`src/rtl/mc6809_dma_arbiter.sv`:
```
// Shares the 6809 bus between the CPU core and N_REQ DMA masters via nDMABREQ/BA/BS.
// Round-robin grants of bounded bursts, with a CPU holdoff after each release.
module mc6809_dma_arbiter #(
    parameter int N_REQ     = 2,
    parameter int MAX_BURST = 14,
    parameter int HOLDOFF   = 2
) (
    input  logic             CLK_ROOT,
    input  logic             RESET,
    input  logic             CE_E_FALL,
    input  logic             BA,
    input  logic             BS,
    input  logic [N_REQ-1:0] REQ,
    output logic [N_REQ-1:0] GNT,
    output logic             nDMABREQ,
    output logic             DMA_ACTIVE,
    output logic             BURST_END
);
    // state     | meaning
    // S_IDLE    | CPU owns the bus; holdoff counter runs down
    // S_ASK     | nDMABREQ low, waiting for the core to float the bus (BA=BS=1)
    // S_GRANT   | one master owns the bus for a bounded burst
    // S_RELEASE | nDMABREQ high, waiting for the core to take the bus back (BA=0)

    localparam int         IDX_W = (N_REQ > 1) ? $clog2(N_REQ) : 1;
    localparam logic [3:0] MAX4  = 4'(MAX_BURST);
    localparam logic [3:0] HOLD4 = 4'(HOLDOFF);

    typedef enum logic [1:0] {S_IDLE, S_ASK, S_GRANT, S_RELEASE} state_t;

    state_t           state, state_nxt;
    logic [N_REQ-1:0] gnt, gnt_nxt;
    logic             ndma, ndma_nxt;
    logic             burst_end, burst_end_nxt;
    logic [IDX_W-1:0] rr_ptr, rr_ptr_nxt;
    logic [IDX_W-1:0] win_idx, win_idx_nxt;
    logic [IDX_W-1:0] sel_idx, rr_after_win;
    logic [3:0]       burst_cnt, burst_cnt_nxt;
    logic [3:0]       hold_cnt, hold_cnt_nxt;
    logic             sel_found;

    // Scan downward so the request closest to rr_ptr (modulo N_REQ) wins last.
    always_comb begin : pick
        int idx;
        idx       = 0;
        sel_idx   = '0;
        sel_found = 1'b0;
        for (int i = N_REQ - 1; i >= 0; i--) begin
            idx = (int'(rr_ptr) + i) % N_REQ;
            if (REQ[IDX_W'(idx)]) begin
                sel_idx   = IDX_W'(idx);
                sel_found = 1'b1;
            end
        end
    end

    assign rr_after_win = (int'(win_idx) == N_REQ - 1) ? '0 : win_idx + 1'b1;

    always_comb begin
        state_nxt     = state;
        gnt_nxt       = gnt;
        ndma_nxt      = ndma;
        burst_end_nxt = 1'b0;
        rr_ptr_nxt    = rr_ptr;
        win_idx_nxt   = win_idx;
        burst_cnt_nxt = burst_cnt;
        hold_cnt_nxt  = hold_cnt;
        case (state)
            S_IDLE: begin
                if (hold_cnt == 4'd0 && sel_found) begin
                    state_nxt = S_ASK;
                    ndma_nxt  = 1'b0;
                end else if (hold_cnt != 4'd0) begin
                    hold_cnt_nxt = hold_cnt - 4'd1;
                end
            end
            S_ASK: begin
                if (!sel_found) begin
                    state_nxt    = S_RELEASE;
                    ndma_nxt     = 1'b1;
                    hold_cnt_nxt = HOLD4;
                end else if (BA && BS) begin
                    state_nxt         = S_GRANT;
                    gnt_nxt           = '0;
                    gnt_nxt[sel_idx]  = 1'b1;
                    win_idx_nxt       = sel_idx;
                    burst_cnt_nxt     = 4'd1;
                end
            end
            S_GRANT: begin
                // Winner drop, burst limit and core abort all collapse into one release.
                if (!REQ[win_idx] || burst_cnt == MAX4 || !BA) begin
                    state_nxt     = S_RELEASE;
                    gnt_nxt       = '0;
                    ndma_nxt      = 1'b1;
                    burst_end_nxt = 1'b1;
                    rr_ptr_nxt    = rr_after_win;
                    hold_cnt_nxt  = HOLD4;
                end else begin
                    burst_cnt_nxt = burst_cnt + 4'd1;
                end
            end
            S_RELEASE: begin
                if (!BA) state_nxt = S_IDLE;
            end
            default: state_nxt = S_IDLE;
        endcase
    end

    always_ff @(posedge CLK_ROOT or posedge RESET) begin
        if (RESET) begin
            state     <= S_IDLE;
            gnt       <= '0;
            ndma      <= 1'b1;
            burst_end <= 1'b0;
            rr_ptr    <= '0;
            win_idx   <= '0;
            burst_cnt <= 4'd0;
            hold_cnt  <= 4'd0;
        end else if (CE_E_FALL) begin
            state     <= state_nxt;
            gnt       <= gnt_nxt;
            ndma      <= ndma_nxt;
            burst_end <= burst_end_nxt;
            rr_ptr    <= rr_ptr_nxt;
            win_idx   <= win_idx_nxt;
            burst_cnt <= burst_cnt_nxt;
            hold_cnt  <= hold_cnt_nxt;
        end else begin
            burst_end <= 1'b0;
        end
    end

    assign GNT        = gnt;
    assign nDMABREQ   = ndma;
    assign DMA_ACTIVE = |gnt;
    assign BURST_END  = burst_end;

endmodule

```
`config.mk`:
```
export PLATFORM = sky130hd
export DESIGN_NAME = mc6809_dma_arbiter
export DESIGN_NICKNAME = d
export VERILOG_FILES = /design/src/rtl/mc6809_dma_arbiter.sv
export SDC_FILE = /design/constraint.sdc
export NUM_CORES = 1
export LEC_CHECK = 0
export BUFFER_PORTS_ARGS = -buffer_cell sky130_fd_sc_hd__buf_4
export CAP_MARGIN = 10
export CORE_MARGIN = 8
export CORE_UTILIZATION = 40
export CTS_BUF_LIST = sky130_fd_sc_hd__clkbuf_4
export DETAILED_ROUTE_END_ITERATION = 8
export MAX_ROUTING_LAYER = met4
export SLEW_MARGIN = 10
export SYNTH_ARGS = -nofsm -noshare
export SYNTH_HDL_FRONTEND = slang
export SYNTH_SLANG_ARGS = --single-unit
export TNS_END_PERCENT = 30
```
`constraint.sdc`:
```
create_clock -name CLK_ROOT -period 3 [get_ports CLK_ROOT]
set_clock_uncertainty 0.05 [all_clocks]
set_input_delay 0.45 -clock CLK_ROOT [delete_from_list [all_inputs] [get_ports CLK_ROOT]]
set_output_delay 0.45 -clock CLK_ROOT [all_outputs]
set_load 0.03 [all_outputs]
```
==> run metrics <==
final slew viol count=0; crit path DAT=about 2300 ps; power density cells=1026 nW/um^2; Inserted Diodes=0; cell family with most CP delay=compound AO/OA/AOI/OAI gates; syn nets=123; mean routed wirelength per cell=roughly 15 um; RSZ-0062 raised after global routing=no; unique cell type count in the Yosys netlist=44; clk_lat worst skew=slightly below 300 ps; Vias/cell=5.664; cell area after synthesis=1052 sq um; CTS resizes=0; Setup Fix Bufs, Post-CTS=0; initial antenna violation count=0; Most used DFF post-synth=dfrtp_1; IO Pins=12; worst-margin pin slew=640.6 ps; most frequent cells in the layout=dfrtp_1 (15), inv_1 (11), buf_4 (11); Clk Tree Root Cell=clkbuf_4; Die W=67.29 um; worst vdd ir=0.5240 mV; Buf/Inv on CP=1; final wirelength=2211 um; commonest non-fill, non-tap cell in the layout=dfrtp_1; Remaining DRCs=0; #FFs+latches synth=16; Max Cap Viol=0; Area after DPL=roughly 1100 sq um; Post-Route Setup TNS=0 ps; # hold bufs at CTS=0; Final Critical Period=approximately 2100 ps; Max-slew headroom=57.24%; design area=1175 sq um; largest net degree at the start of global routing=17; Finished Layout Cells=149; antenna viol nets, final=0; R2R cell count=6; Critical Path RT=3130 ps; Crit-path slowest cell=a211oi_1; Syn Area/Cell=9.743 sq um; RePlAce Congestion=0.7564; die area=4528 sq um; Chip Height=67.29 um; num rows=18; layout cells sized above 1=19.33%; final hold violations=0; H-tree depth=1; period utilization=a little over two thirds; Hold/Removal Path Class=primary input to async pin; router iterations before antenna repair=4; Placed Cells=145; Mapped Cells=108; register area share after synthesis=between 30% and 40%; HPWL after detailed placement=approximately 1700 um; warnings from Yosys=0; Place WS=between 900 and 1000 ps; Sink Count=16; grt ovf=0; CTS tree=yes; routed vias=844; core area=roughly 2500 sq um; Starting Density=42.47%; Final setup viols=0; Area growth syn-to-layout=11.65%; vias in the first global route=866; leakage power=0.0005241 uW; Bufs on Longest Clock Path=2; Startpoint Class=flop; Worst setup EP type=flop; leading area contributor after synthesis=dfrtp_1; Worst Setup Slack, final=879.5 ps; crit path max fanout=13; ranking of synthesized cells by area=dfrtp_1 (36%), ha_1 (9.5%), inv_1 (3.9%); Post-synth EDFFs=0; power consumption=roughly 1200 uW; Yosys top cell area share=between 30% and 40%; Inserted Clock Buffers=3; starting DRC count in detailed routing=22; max incr delay on CP=490 ps; Final nets=135; Total GRT Usage=between 10% and 20%; Clock transition at path regs=100 ps; Max Fclk=about 470 MHz; worst path cell trace=inv_1, ha_1, nor2_1, a211oi_1, nor2b_1, a311o_1; status=complete, no violations; Buffers on Ports=11; cell depth of the worst setup path=6; Async S/R FF share, synth=100.0%; first-pass GRT wire length=3995 um; Crit Path Category=flop to flop
[per-layer routing]
| metal | up-vias | share of wire [%] | track usage [%] |
|---|---|---|---|
| met5 | - | 0 | - |
| met4 | 0 | 0.54 | 2.611 |
| met3 | 2 | 5.2 | 3.808 |
| met2 | 17 | 46 | 19.00 |
| met1 | 403 | 48 | 13.66 |
| li1 | 422 | - | - |
[registers in the layout, summed over array words and instances, names as in the netlist]
name       count
win_idx        1
nDMABREQ       1
GNT            2
BURST_END      1
hold_cnt       4
rr_ptr         1
state          2
burst_cnt      4
[final timing paths]
| path | from | end | slack [ps] |
|---|---|---|---|
| max | state[0] | burst_cnt[1] | 880 |
| max reg2reg | state[0] | burst_cnt[1] | 880 |
| min | RESET | GNT[1] | 180 |
| min in group CLK_ROOT | BS | win_idx | 430 |
| min reg2reg | win_idx | rr_ptr | 470 |
| max in group asynchronous | RESET | state[0] | 2300 |
[cells by family after synthesis]
kind of cell	after synthesis	synth area share (%)
and+or+nand+nor	39	21.88
buffers and inverters	15	6.182
DFF	16	38.17
muxes	6	6.539
adders and majority gates	8	9.513
AOI/OAI and AO/OA	24	17.72
[metrics by stage]
step	utilization [%]	hold WS, ps
after global routing	47.42	235.4
after detailed placement	46.36	459.3
after CTS	47.42	206.3
after global placement	46.36	445.9
after floorplan	-	313.0
final	47.42	184.3
[synthesized netlist by cell type, drive strengths merged (2+ instances only)]
cell type and n:
and3 2, or2 2, nor3 2, ha 8, nor4b 2, mux2 4
mux2i 2, nor3b 2, o211ai 4, nor2 6, a311o 2, buf 3
nor2b 3, nand2b 4, dfrtp 15, o21ai 5, inv 11, nand2 5
nand4 4, nand3 4
[cell type report]
type	count	area (sq um)
clock buffer	3	22.52
clock inverter	1	3.754
fill	241	1303
inverter	11	41.29
multi-input combinational	77	585.6
sequential	16	401.6
tap	30	37.54
timing repair buffer	11	82.58
[worst reg2reg max path: cells and delay by family, from the launching register on]
kind	cells	cell delay, ps
buffers and inverters	1	120
AND/OR/NAND/NOR	2	210
AO/OA/AOI/OAI	2	770
adder cells (fa/ha/maj)	1	430
flip-flops	1	430
[report_power, final]
| part | internal, uW | switching [uW] |
|---|---|---|
| sequential | 321 | 91.8 |
| clock | 48.4 | 70.6 |
| combinational | 300 | 373 |
(Power assumes the default switching activity.)
